[src/rtl/lift_window_if.sv]
// Handshake bundle between a sample source, lift_window and the add_shift stage.
//   master: upstream/downstream side (drives in_valid/in_data/out_ready)
//   slave : lift_window side (drives in_ready, the x2/x3/x4 triple and its flags)
// Signals:
//   in_valid/in_ready/in_data      sample input handshake
//   out_valid/out_ready            triple output handshake
//   x2/x3/x4                       even/odd/even triple
//   out_sol/out_eol/out_eof        start-of-row, end-of-row, end-of-frame flags
interface lift_window_if #(
  parameter int unsigned DATA_W = 19
);
  logic              in_valid;
  logic              in_ready;
  logic [DATA_W-1:0] in_data;
  logic              out_valid;
  logic              out_ready;
  logic [DATA_W-1:0] x2;
  logic [DATA_W-1:0] x3;
  logic [DATA_W-1:0] x4;
  logic              out_sol;
  logic              out_eol;
  logic              out_eof;

  modport master (
    output in_valid, in_data, out_ready,
    input  in_ready, out_valid, x2, x3, x4, out_sol, out_eol, out_eof
  );

  modport slave (
    input  in_valid, in_data, out_ready,
    output in_ready, out_valid, x2, x3, x4, out_sol, out_eol, out_eof
  );
endinterface

[src/rtl/lift_window.sv]
// Streaming sequencer feeding the add_shift 5/3 lifting stage. Accepts one row-major sample
// per input handshake and emits, per output beat, the triple (s(2k), s(2k+1), s(2k+2)).
// The last triple of a row mirrors the left even sample into x4.
// Ports:
//   clk  single rising-edge clock
//   rst  synchronous active-high reset
//   bus  lift_window_if.slave: sample input handshake, triple output handshake and flags
module lift_window #(
  parameter int unsigned DATA_W   = 19,
  parameter int unsigned ROW_LEN  = 256,
  parameter int unsigned NUM_ROWS = 256
) (
  input logic          clk,
  input logic          rst,
  lift_window_if.slave bus
);

  localparam int unsigned COL_W = (ROW_LEN > 1) ? $clog2(ROW_LEN) : 1;
  localparam int unsigned ROW_W = (NUM_ROWS > 1) ? $clog2(NUM_ROWS) : 1;

  typedef enum logic [1:0] {
    StE0,
    StOdd,
    StEven,
    StOut
  } state_e;

  state_e            state_q, state_d;
  logic [DATA_W-1:0] e_prev_q, e_prev_d;
  logic [DATA_W-1:0] o_cur_q, o_cur_d;
  logic [COL_W-1:0]  col_q, col_d;
  logic [ROW_W-1:0]  row_q, row_d;
  logic [DATA_W-1:0] x2_q, x2_d;
  logic [DATA_W-1:0] x3_q, x3_d;
  logic [DATA_W-1:0] x4_q, x4_d;
  logic              sol_q, sol_d;
  logic              eol_q, eol_d;
  logic              eof_q, eof_d;

  logic in_fire;
  logic out_fire;
  logic last_col;
  logic last_row;

  assign in_fire  = bus.in_valid && (state_q != StOut);
  assign out_fire = (state_q == StOut) && bus.out_ready;
  assign last_col = (col_q == COL_W'(ROW_LEN - 1));
  assign last_row = (row_q == ROW_W'(NUM_ROWS - 1));

  always_comb begin
    state_d  = state_q;
    e_prev_d = e_prev_q;
    o_cur_d  = o_cur_q;
    col_d    = col_q;
    row_d    = row_q;
    x2_d     = x2_q;
    x3_d     = x3_q;
    x4_d     = x4_q;
    sol_d    = sol_q;
    eol_d    = eol_q;
    eof_d    = eof_q;

    if (in_fire) begin
      col_d = last_col ? '0 : col_q + COL_W'(1);
    end

    unique case (state_q)
      StE0: begin
        if (in_fire) begin
          e_prev_d = bus.in_data;
          state_d  = StOdd;
        end
      end
      StOdd: begin
        if (in_fire) begin
          if (last_col) begin
            // Right edge: symmetric extension reuses the left even sample as x4.
            x2_d    = e_prev_q;
            x3_d    = bus.in_data;
            x4_d    = e_prev_q;
            sol_d   = 1'b0;
            eol_d   = 1'b1;
            eof_d   = last_row;
            state_d = StOut;
          end else begin
            o_cur_d = bus.in_data;
            state_d = StEven;
          end
        end
      end
      StEven: begin
        if (in_fire) begin
          x2_d     = e_prev_q;
          x3_d     = o_cur_q;
          x4_d     = bus.in_data;
          e_prev_d = bus.in_data;
          // s2 lands at col 2, so this is triple k = 0.
          sol_d    = (col_q == COL_W'(2));
          eol_d    = 1'b0;
          eof_d    = 1'b0;
          state_d  = StOut;
        end
      end
      StOut: begin
        if (out_fire) begin
          if (eol_q) begin
            row_d   = last_row ? '0 : row_q + ROW_W'(1);
            state_d = StE0;
          end else begin
            state_d = StOdd;
          end
        end
      end
      default: state_d = StE0;
    endcase
  end

  always_ff @(posedge clk) begin
    if (rst) begin
      state_q  <= StE0;
      e_prev_q <= '0;
      o_cur_q  <= '0;
      col_q    <= '0;
      row_q    <= '0;
      x2_q     <= '0;
      x3_q     <= '0;
      x4_q     <= '0;
      sol_q    <= 1'b0;
      eol_q    <= 1'b0;
      eof_q    <= 1'b0;
    end else begin
      state_q  <= state_d;
      e_prev_q <= e_prev_d;
      o_cur_q  <= o_cur_d;
      col_q    <= col_d;
      row_q    <= row_d;
      x2_q     <= x2_d;
      x3_q     <= x3_d;
      x4_q     <= x4_d;
      sol_q    <= sol_d;
      eol_q    <= eol_d;
      eof_q    <= eof_d;
    end
  end

  assign bus.in_ready  = (state_q != StOut);
  assign bus.out_valid = (state_q == StOut);
  assign bus.x2        = x2_q;
  assign bus.x3        = x3_q;
  assign bus.x4        = x4_q;
  assign bus.out_sol   = sol_q;
  assign bus.out_eol   = eol_q;
  assign bus.out_eof   = eof_q;

endmodule

[src/flat_wrapper.sv]
// flat-port wrapper written by rule: the top's interface ports become plain ports
module lift_window_flat 
#(
  parameter int unsigned DATA_W   = 19,
  parameter int unsigned ROW_LEN  = 256,
  parameter int unsigned NUM_ROWS = 256
)
  (clk, rst, bus_in_valid, bus_in_data, bus_out_ready, bus_in_ready, bus_out_valid, bus_x2, bus_x3, bus_x4, bus_out_sol, bus_out_eol, bus_out_eof);
  lift_window_if #(.DATA_W(DATA_W)) bus_i ();
  input logic clk;
  input logic rst;
  input wire logic [$bits(bus_i.in_valid)-1:0] bus_in_valid;
  input wire logic [$bits(bus_i.in_data)-1:0] bus_in_data;
  input wire logic [$bits(bus_i.out_ready)-1:0] bus_out_ready;
  output wire logic [$bits(bus_i.in_ready)-1:0] bus_in_ready;
  output wire logic [$bits(bus_i.out_valid)-1:0] bus_out_valid;
  output wire logic [$bits(bus_i.x2)-1:0] bus_x2;
  output wire logic [$bits(bus_i.x3)-1:0] bus_x3;
  output wire logic [$bits(bus_i.x4)-1:0] bus_x4;
  output wire logic [$bits(bus_i.out_sol)-1:0] bus_out_sol;
  output wire logic [$bits(bus_i.out_eol)-1:0] bus_out_eol;
  output wire logic [$bits(bus_i.out_eof)-1:0] bus_out_eof;
  assign bus_i.in_valid = bus_in_valid;
  assign bus_i.in_data = bus_in_data;
  assign bus_i.out_ready = bus_out_ready;
  assign bus_in_ready = bus_i.in_ready;
  assign bus_out_valid = bus_i.out_valid;
  assign bus_x2 = bus_i.x2;
  assign bus_x3 = bus_i.x3;
  assign bus_x4 = bus_i.x4;
  assign bus_out_sol = bus_i.out_sol;
  assign bus_out_eol = bus_i.out_eol;
  assign bus_out_eof = bus_i.out_eof;
  lift_window #(.DATA_W(DATA_W), .ROW_LEN(ROW_LEN), .NUM_ROWS(NUM_ROWS)) u_core (.clk(clk), .rst(rst), .bus(bus_i));
endmodule
[config.mk]
export PLATFORM = sky130hd
export DESIGN_NAME = lift_window_flat
export DESIGN_NICKNAME = d
export VERILOG_FILES = /design/src/rtl/lift_window_if.sv /design/src/rtl/lift_window.sv /design/src/flat_wrapper.sv
export SDC_FILE = /design/constraint.sdc
export NUM_CORES = 1
export LEC_CHECK = 0
export CAP_MARGIN = 10
export CORE_ASPECT_RATIO = 2
export CORE_MARGIN = 1
export CORE_UTILIZATION = 53
export CTS_CLUSTER_DIAMETER = 50
export DETAILED_ROUTE_END_ITERATION = 7
export PLACE_DENSITY_LB_ADDON = 0.08
export SLEW_MARGIN = 20
export SYNTH_ARGS = -nofsm -noshare
export SYNTH_HDL_FRONTEND = slang
export SYNTH_SLANG_ARGS = --single-unit
[constraint.sdc]
create_clock -name clk -period 2.8 [get_ports clk]
set_clock_uncertainty 0.15 [all_clocks]
set_input_delay 0.42 -clock clk [delete_from_list [all_inputs] [get_ports clk]]
set_output_delay 0.42 -clock clk [all_outputs]
set_load 0.05 [all_outputs]
### Word level (Yosys, flattened, before mapping)

Cells that the tools add are included.
W data, S select, Z words.

* register bits after elaboration: 116
* bits of input ports: 23
* word-level logic and storage cells: 66

* add/subtract/negate cells: 2
* equality and inequality tests: 12
* multiplexer cells: 30
* bitwise operators: 1
* reduce and logical (&&, ||, !) cells: 10

Operators with widths (number)
* $mux W19: 7
* $pmux W19 S2: 3
* $add A8 B1 Y8 const B: 2
* $eq A8 B8 Y1 const B: 2
* $mux W8: 2
* $mux W1: 10
* $ne A2 B1 Y1 const B: 5
* $eq A8 B2 Y1 const B: 1
* $mux W2: 4
* $pmux W2 S4: 1
* $reduce_and A4 Y1: 2
* $pmux W1 S2: 3
* $reduce_and A3 Y1: 2
* $eq A2 B2 Y1 const B: 2
* $eq A2 B1 Y1 const B: 1
* $logic_and A1 B1 Y1: 2
* $logic_not A2 Y1: 1
* $ne A2 B2 Y1 const B: 1
* $reduce_and A2 Y1: 1
* $reduce_bool A2 Y1: 1
* $reduce_or A2 Y1: 1
* $not A1 Y1: 1

### Logic depth before layout (Yosys ltp)

Gate-level depths: netlist (run 1).

* depth after elaboration: 4
* gate-level depth with buffers: 9

### Worst setup path before layout (run 1)

Ideal clock, no wire load.

* kind: register to register
* from: reg u_core.state_q[0]
* to: reg u_core.state_q[1]
* arrival time: 1.800 ns
* slack: 0.722 ns
* stages on the path, launching flop included: 6
* period minus slack after synthesis: 2.078 ns
* path through: dfxtp_1 > ha_1 > nand2b_1 > a222oi_1 > mux2i_1 > nor2_1

* cells in the longest elaborated chain, start to end: 4
* elaborated cells between the ends (all ways): 13

RTL lines
* start: declaration: RTL line lift_window.sv:28 `state_e state_q, state_d;`
* start signal: assignment: RTL line lift_window.sv:120 `state_q <= StE0;`
* start signal: assignment: RTL line lift_window.sv:132 `state_q <= state_d;`
* $eq A2 B2 Y1 *
* via bus_out_valid: RTL line flat_wrapper.sv:16 `output wire logic [$bits(bus_i.out_valid)-1:0] bus_out_valid;`
* $logic_and A1 B1 Y1: RTL line lift_window.sv:46 `assign out_fire = (state_q == StOut) && bus.out_ready;`
* $ne A2 B1 Y1 (no source line)
* $reduce_and A4 Y1 (no source line)

Mark *: on every way through the listed nets, which the timed path passes. The rest lies on a longest branch.
A chain may end at the register's enable or synchronous reset.

### Worst setup path in the final report (run 1)

* from: reg u_core.state_q[0]
* to: out bus_out_valid

* cells in the longest elaborated chain, start to end: 1

RTL lines
* $eq A2 B2 Y1: RTL line lift_window.sv:147 `assign bus.out_valid = (state_q == StOut);`
* end: declaration: RTL line flat_wrapper.sv:16

No other way between the ends.

==> results by group, run 1 <==
Outcome
  • Status: completed

Pwr
  • Design Power: 6.951 mW
  • Comb pwr share: 36.9%
  • Clk pwr share: 31.5%
  • Pwr dens: 1085 mW/mm²
  • Psw: 2.630 mW
  • Switch share: 37.84%
  • Reg power frac: 31.6%
  • Pint: 4.321 mW
  • Peak supply drop: 681.7 µV
  • Lkg Pwr: 2.206 nW

Critical path
  • CP max stage delay: 0.85 ns
  • CP Launch Point: u_core.state_q[0]
  • CP Max Fanout: 7
  • Reg2reg setup slack: 0.57 ns
  • Worst Setup End Kind: output pin
  • R2R cell count: 6
  • CP max stage cell: clkdlybuf4s50_1
  • Crit Path Class: register to output pin
  • Worst EP arrival: 2.02 ns
  • Largest delay share family, worst path: buffers and inverters
  • Crit path launch type: register
  • Worst path depth: 2
  • Reg-to-reg startpoint: u_core.col_q[0]
  • Critical Path, Cell by Cell: ha_1 -> clkdlybuf4s50_1
  • CP bufs+invs: 1
  • Crit path required time: 2.23 ns

Clock network
  • Worst skew pair latency: 0.41 ns
  • Clk buf depth: 2
  • Clock transition at path regs: 0.05 ns
  • Post-CTS Setup Inserts: 0
  • Num CTS Buffers: 17
  • Hold-fix buffers, CTS: 0
  • Sink Count: 116
  • CTS root buffer: clkbuf_16
  • H-tree depth: 4
  • CTS resizes: 0
  • CTS tree: built

Synthesis
  • Synth top area share: 47.48%
  • Synth top cells by count: 116 x dfxtp_1, 101 x a21oi_1, 86 x nand2_1, 42 x a211oi_1, 39 x mux2i_1
  • Post-Synthesis Cells: 559
  • Ys flop type: dfxtp_1
  • Count leader, synth: dfxtp_1
  • Ranking of synthesized cells by area: dfxtp_1 47%, a21oi_1 10%, mux2i_1 8.0%
  • Avg Synthesized Cell Area: 8.749 µm²
  • Synthesis-stage register bit count: 116
  • Synth Warn #: 0
  • Area leader, netlist: dfxtp_1
  • Syn Std Cell Area: 0.004891 mm²
  • Asr flop ratio synth: 0%
  • Syn nets: 590
  • Netlist cell types: 37
  • EDFF count, synth: 0
  • Register area share after synthesis: 47.48%

Layout
  • Reg area: 0.002322 mm²
  • Multi-input logic area: 0.002337 mm²
  • Ratio of cells with drive above 1 in the final layout: 8.268%
  • Final nets: 660
  • Ant. Diodes: 0
  • Syn-to-layout area delta: 30.93%
  • Layout filler cell count: 737
  • Fin cells: 743

Route
  • Drt pass-1 iters: 5
  • Post-route DRC violation count: 0
  • Avg WL per Cell: 17.78 µm
  • Via-to-Cell Ratio: 5.884
  • Initial DRC count: 259
  • Via count: 4372
  • Wirelength, routed: 13210 µm
  • ANT nets after route: 0

Global route
  • Largest net degree at the start of global routing: 61
  • Vias in the first global route: 4178
  • GRT Total Usage: 28.44%
  • First-pass GRT wire length: 20930 µm
  • Grt total ovfl: 0
  • Initial antenna violation count: 0

Floorplan
  • Row count: 49
  • DIE WIDTH: 69.93 µm
  • Die Y-Extent: 137.9 µm
  • Initial Utilization: 54.64%
  • Die area: 0.009640 mm²
  • Core area: 0.008951 mm²
  • IO Pins: 85

Timing
  • Min Hold Slack: 0.3069 ns
  • Max Fclk: 385.8 MHz
  • Fin crit period: 2.592 ns
  • Max-slew violation count: 0
  • Worst Tran Pin Value: 0.8895 ns
  • Setup TNS Final: 0 ns
  • Relative slew slack: 40.52%
  • Final WS setup: 0.2077 ns
  • Setup repair after global routing missed its margin: false
  • Fin crit share: 92.58%
  • Setup violators final: 0
  • Final hold viol count: 0

Placement
  • GPL Wtd Cong: 0.8588
  • Setup WS pre-CTS: 0.4834 ns
  • Number of port buffers: 84
  • Post-DP HPWL: 8920 µm
  • Post-Place Cells: 712

Min path
  • Hold_sp: u_core.o_cur_q[9]
  • Hold WC Path Type: register to register
  • Min-Delay Path Depth: 2

Run
  • Max-Cap Viols: 0
## worst min-delay path, delay by kind of cell (launching register included)
kind            cells  cell delay, ns
compound gates      1            0.05
simple gates        1            0.05
flops               1            0.31
## power by group through the flow
stage	clock, mW	sequential (mW)	combinational, mW
3_3_place_gp	0	2.21	2.52
3_5_place_dp	0	2.22	2.56
2_1_floorplan	0	2.92	1.05
6_report	2.19	2.20	2.56
5_1_grt	2.29	2.23	2.74
4_1_cts	2.21	2.20	2.57
## kinds of logic after synthesis
family / synth area share (%)
AND/OR/NAND/NOR: 14.30
flip-flops: 47.48
multiplexers: 7.981
XOR/XNOR: 2.328
adder cells (fa/ha/maj): 2.047
buffers and inverters: 5.014
AO/OA/AOI/OAI: 20.85
## cells in the final DEF, fill, tap and decap left out, types with 2 or more instances in the layout
master / synthesis / final
a211oi_1: 42 / 42
a21oi_1: 101 / 101
a31oi_1: 2 / 2
and2_1: 3 / 3
and3_1: 3 / 3
and4b_1: 2 / 2
buf_12: 0 / 4
buf_4: 1 / 11
bufinv_16: 0 / 3
clkbuf_16: 0 / 17
clkbuf_8: 0 / 3
clkdlybuf4s50_1: 0 / 83
clkinv_2: 0 / 5
clkinvlp_4: 0 / 2
dfxtp_1: 116 / 116
ha_1: 8 / 7
inv_1: 6 / 6
mux2i_1: 39 / 39
nand2_1: 86 / 86
nand2b_1: 2 / 2
nand3_1: 25 / 25
nand4_1: 7 / 7
nor2_1: 18 / 17
nor2_2: 1 / 2
nor3_1: 2 / 2
o21ai_0: 22 / 22
xnor2_1: 7 / 7
xor2_1: 6 / 6
## flip-flops by register name, indices dropped and copies added (netlist names)
register	count
u_core.bus.out_eol	1
u_core.bus.out_sol	1
u_core.o_cur_q	19
u_core.bus.out_eof	1
u_core.bus.x3	19
u_core.bus.x2	19
u_core.e_prev_q	19
u_core.bus.x4	19
u_core.state_q	2
u_core.row_q	8
u_core.col_q	8
## stage by stage
step | cell area, µm² | util, %
3_3_place_gp | 5803 | 64.83
4_1_cts | 6404 | 71.54
5_1_grt | 6404 | 71.54
2_1_floorplan | 4891 | -
6_report | 6404 | 71.54
3_5_place_dp | 5803 | 64.83
## final timing paths
kind | endpoint
hold reg to reg | u_core.o_cur_q[9]
setup / recovery | bus_out_valid
hold / removal | u_core.o_cur_q[9]
setup reg to reg | u_core.bus.x3[7]
## per-layer routing
metal / vias up / routed length [µm] / track usage [%]
li1: 2113 / - / -
met1: 2117 / 4939 / 29.91
met2: 114 / 7258 / 51.55
met3: 28 / 555 / 7.922
met4: 0 / 458 / 13.89
met5: - / 0 / 0
## cell type report
cell class                      instances  area share [%]
Multi-Input combinational cell        390           36.50
Sequential cell                       116           36.26
Timing Repair Buffer                   98           15.51
Clock buffer                           21           7.347
Clock inverter                         10           2.032
Tap cell                              102           1.993
Inverter                                6          0.3517
No activity file was read; power rests on OpenSTA's default activity.
==> inputs of run 2 (changes only) <==
==> constraint.sdc (replaced) <==
create_clock -name clk -period 2.8 [get_ports clk]
set_clock_uncertainty 0.15 [all_clocks]
set_input_delay 0.42 -clock clk [delete_from_list [all_inputs] [get_ports clk]]
set_output_delay 0.42 -clock clk [all_outputs]
set_load 0.005 [all_outputs]
==> results of run 2 <==
The final DEF is identical to that of run 1. Status: completed.
Main changes from that run: setup slack after layout 0.2077 ns -> 0.5103 ns; total power 6.951 mW -> 6.218 mW; worst IR drop on VDD 681.7 µV -> 593.9 µV
==> inputs of run 3 (changes only) <==
==> constraint.sdc (replaced) <==
create_clock -name clk -period 2.3 [get_ports clk]
set_clock_uncertainty 0.15 [all_clocks]
set_input_delay 0.345 -clock clk [delete_from_list [all_inputs] [get_ports clk]]
set_output_delay 0.345 -clock clk [all_outputs]
set_load 0.005 [all_outputs]
==> results by group, run 3 (synthesis results as in run 1) <==
Critical path
  • CP Max Fanout: 30 (+23)
  • Crit Path Class: register to register
  • Crit path required time: 2.43 ns (+0.20 ns)
  • CP max stage delay: 0.41 ns
  • Largest delay share family, worst path: simple AND/OR/NAND/NOR gates
  • Worst EP arrival: 2.36 ns
  • CP bufs+invs: 1 (unchanged)
  • CP max stage cell: dfxtp_1
  • Worst Setup End Kind: register
  • Crit path launch type: register
  • Critical Path, Cell by Cell: ha_1 -> or2_1 -> and4_2 -> buf_12 -> a21oi_1 -> a211oi_1

Timing
  • Max-slew violation count: 0 (unchanged)
  • Relative slew slack: 39.51% (-1.0 points)
  • Worst Tran Pin Value: 0.9073 ns (+0.01775 ns)
  • Max Fclk: 449.5 MHz
  • Setup TNS Final: 0 ns (unchanged)
  • Fin crit share: 96.74%
  • Setup violators final: 0 (unchanged)
  • Final hold viol count: 0 (unchanged)
  • Fin crit period: 2.225 ns
  • Setup repair after global routing missed its margin: false

Global route
  • Vias in the first global route: 4233 (+1.3%)
  • Largest net degree at the start of global routing: 66 (+8.2%)
  • Grt total ovfl: 0 (unchanged)
  • Initial antenna violation count: 0 (unchanged)
  • GRT Total Usage: 28.16% (-0.28 points)
  • First-pass GRT wire length: 20900 µm (-0.16%)

Layout
  • Ratio of cells with drive above 1 in the final layout: 7.956% (-0.31 points)
  • Final nets: 661 (+0.15%)
  • Most common cell after layout, fill and taps aside: dfxtp_1
  • Syn-to-layout area delta: 31.03% (about the same)
  • Core Util, Final: 71.60% (about the same)
  • Ant. Diodes: 0 (unchanged)
  • Commonest cells after routing, fill and taps aside: 116 x dfxtp_1, 101 x a21oi_1, 86 x nand2_1
  • Layout filler cell count: 710 (-3.7%)

Placement
  • Number of port buffers: 84 (unchanged)
  • Post-DP HPWL: 8981 µm (+0.68%)
  • GPL Wtd Cong: 0.8419 (-2.0%)

Floorplan
  • Core area: 0.008951 mm² (unchanged)
  • Die Y-Extent: 137.9 µm (unchanged)
  • Die area: 0.009640 mm² (unchanged)
  • DIE WIDTH: 69.93 µm (unchanged)
  • Initial Utilization: 54.64% (unchanged)
  • Row count: 49 (unchanged)
  • IO Pins: 85 (unchanged)

Route
  • Initial DRC count: 321 (+24%)
  • Via count: 4372 (unchanged)
  • Avg WL per Cell: 18.02 µm (+1.3%)
  • Via-to-Cell Ratio: 5.884 (unchanged)
  • Post-route DRC violation count: 0 (unchanged)
  • Drt pass-1 iters: 8 (+3)
  • ANT nets after route: 0 (unchanged)
  • Wirelength, routed: 13390 µm (+1.3%)

Clock network
  • Hold-fix buffers, CTS: 0 (unchanged)
  • Sink Count: 116 (unchanged)
  • Clock transition at path regs: 0.05 ns (about the same)
  • Num CTS Buffers: 17 (unchanged)
  • Post-CTS Setup Inserts: 0 (unchanged)
  • CTS tree: built
  • Clk buf depth: 2 (unchanged)
  • CTS root buffer: clkbuf_16
  • CTS resizes: 0 (unchanged)
  • Worst skew pair latency: 0.41 ns (about the same)
  • H-tree depth: 4 (unchanged)

Min path
  • Hold WC Path Type: primary input to register

Pwr
  • Lkg Pwr: 2.211 nW (+0.23%)
  • Peak supply drop: 846.8 µV
  • Pwr dens: 1177 mW/mm²

Outcome
  • Status: completed

Run
  • Max-Cap Viols: 0 (unchanged)
## run 3: per-layer routing
layer	up-vias	routed length, µm	track usage, %
li1	2113	-	-
met1	2072	4881	29.85
met2	152	7360	51.23
met3	35	640	5.959
met4	0	505	15.67
met5	-	0	0
## run 3: area by class of cell
| class | count | area, µm² | share of cell area, % |
|---|---|---|---|
| Multi-Input combinational cell | 390 | 2337 | 36.47 |
| Sequential cell | 116 | 2322 | 36.24 |
| Timing Repair Buffer | 99 | 1001 | 15.62 |
| Clock buffer | 27 | 533.0 | 8.317 |
| Tap cell | 102 | 127.6 | 1.991 |
| Clock inverter | 3 | 65.06 | 1.015 |
| Inverter | 6 | 22.52 | 0.3514 |
## run 3: final timing paths
| kind | from | to | slack [ns] | cells after the start |
|---|---|---|---|---|
| setup / recovery | u_core.state_q[0] | u_core.bus.x4[5] | 0.08 | 6 |
| hold / removal | rst | u_core.row_q[4] | 0.18 | 2 |
| setup reg to reg | u_core.state_q[0] | u_core.bus.x4[5] | 0.08 | 6 |
| hold reg to reg | u_core.o_cur_q[2] | u_core.o_cur_q[2] | 0.30 | 2 |
## run 3: power breakdown
group          switching, mW  internal, mW
Combinational           1.17          1.06
Clock                  0.857          1.78
Sequential             0.254          2.41
Total                   2.28          5.26
## run 3: worst register-to-register path: cells and delay by family, from the launching register on
family | cells | cell delay (ns)
and+or+nand+nor | 2 | 0.51
AOI/OAI and AO/OA | 2 | 0.47
DFF | 1 | 0.41
adders and majority gates | 1 | 0.37
buffers and inverters | 1 | 0.19
## run 3: metrics by stage
step	hold slack [ns]	instances	worst slack [ns]	area, µm²	power, mW
floorplan	0.2860	559	0.3285	4891	3.935
global placement	0.2912	713	0.2718	5811	4.853
detailed placement	0.2978	713	0.1621	5811	4.922
CTS	0.1695	743	0.1190	6409	7.550
global route	0.2114	743	0.01012	6409	7.878
finish	0.1799	743	0.07508	6409	7.543
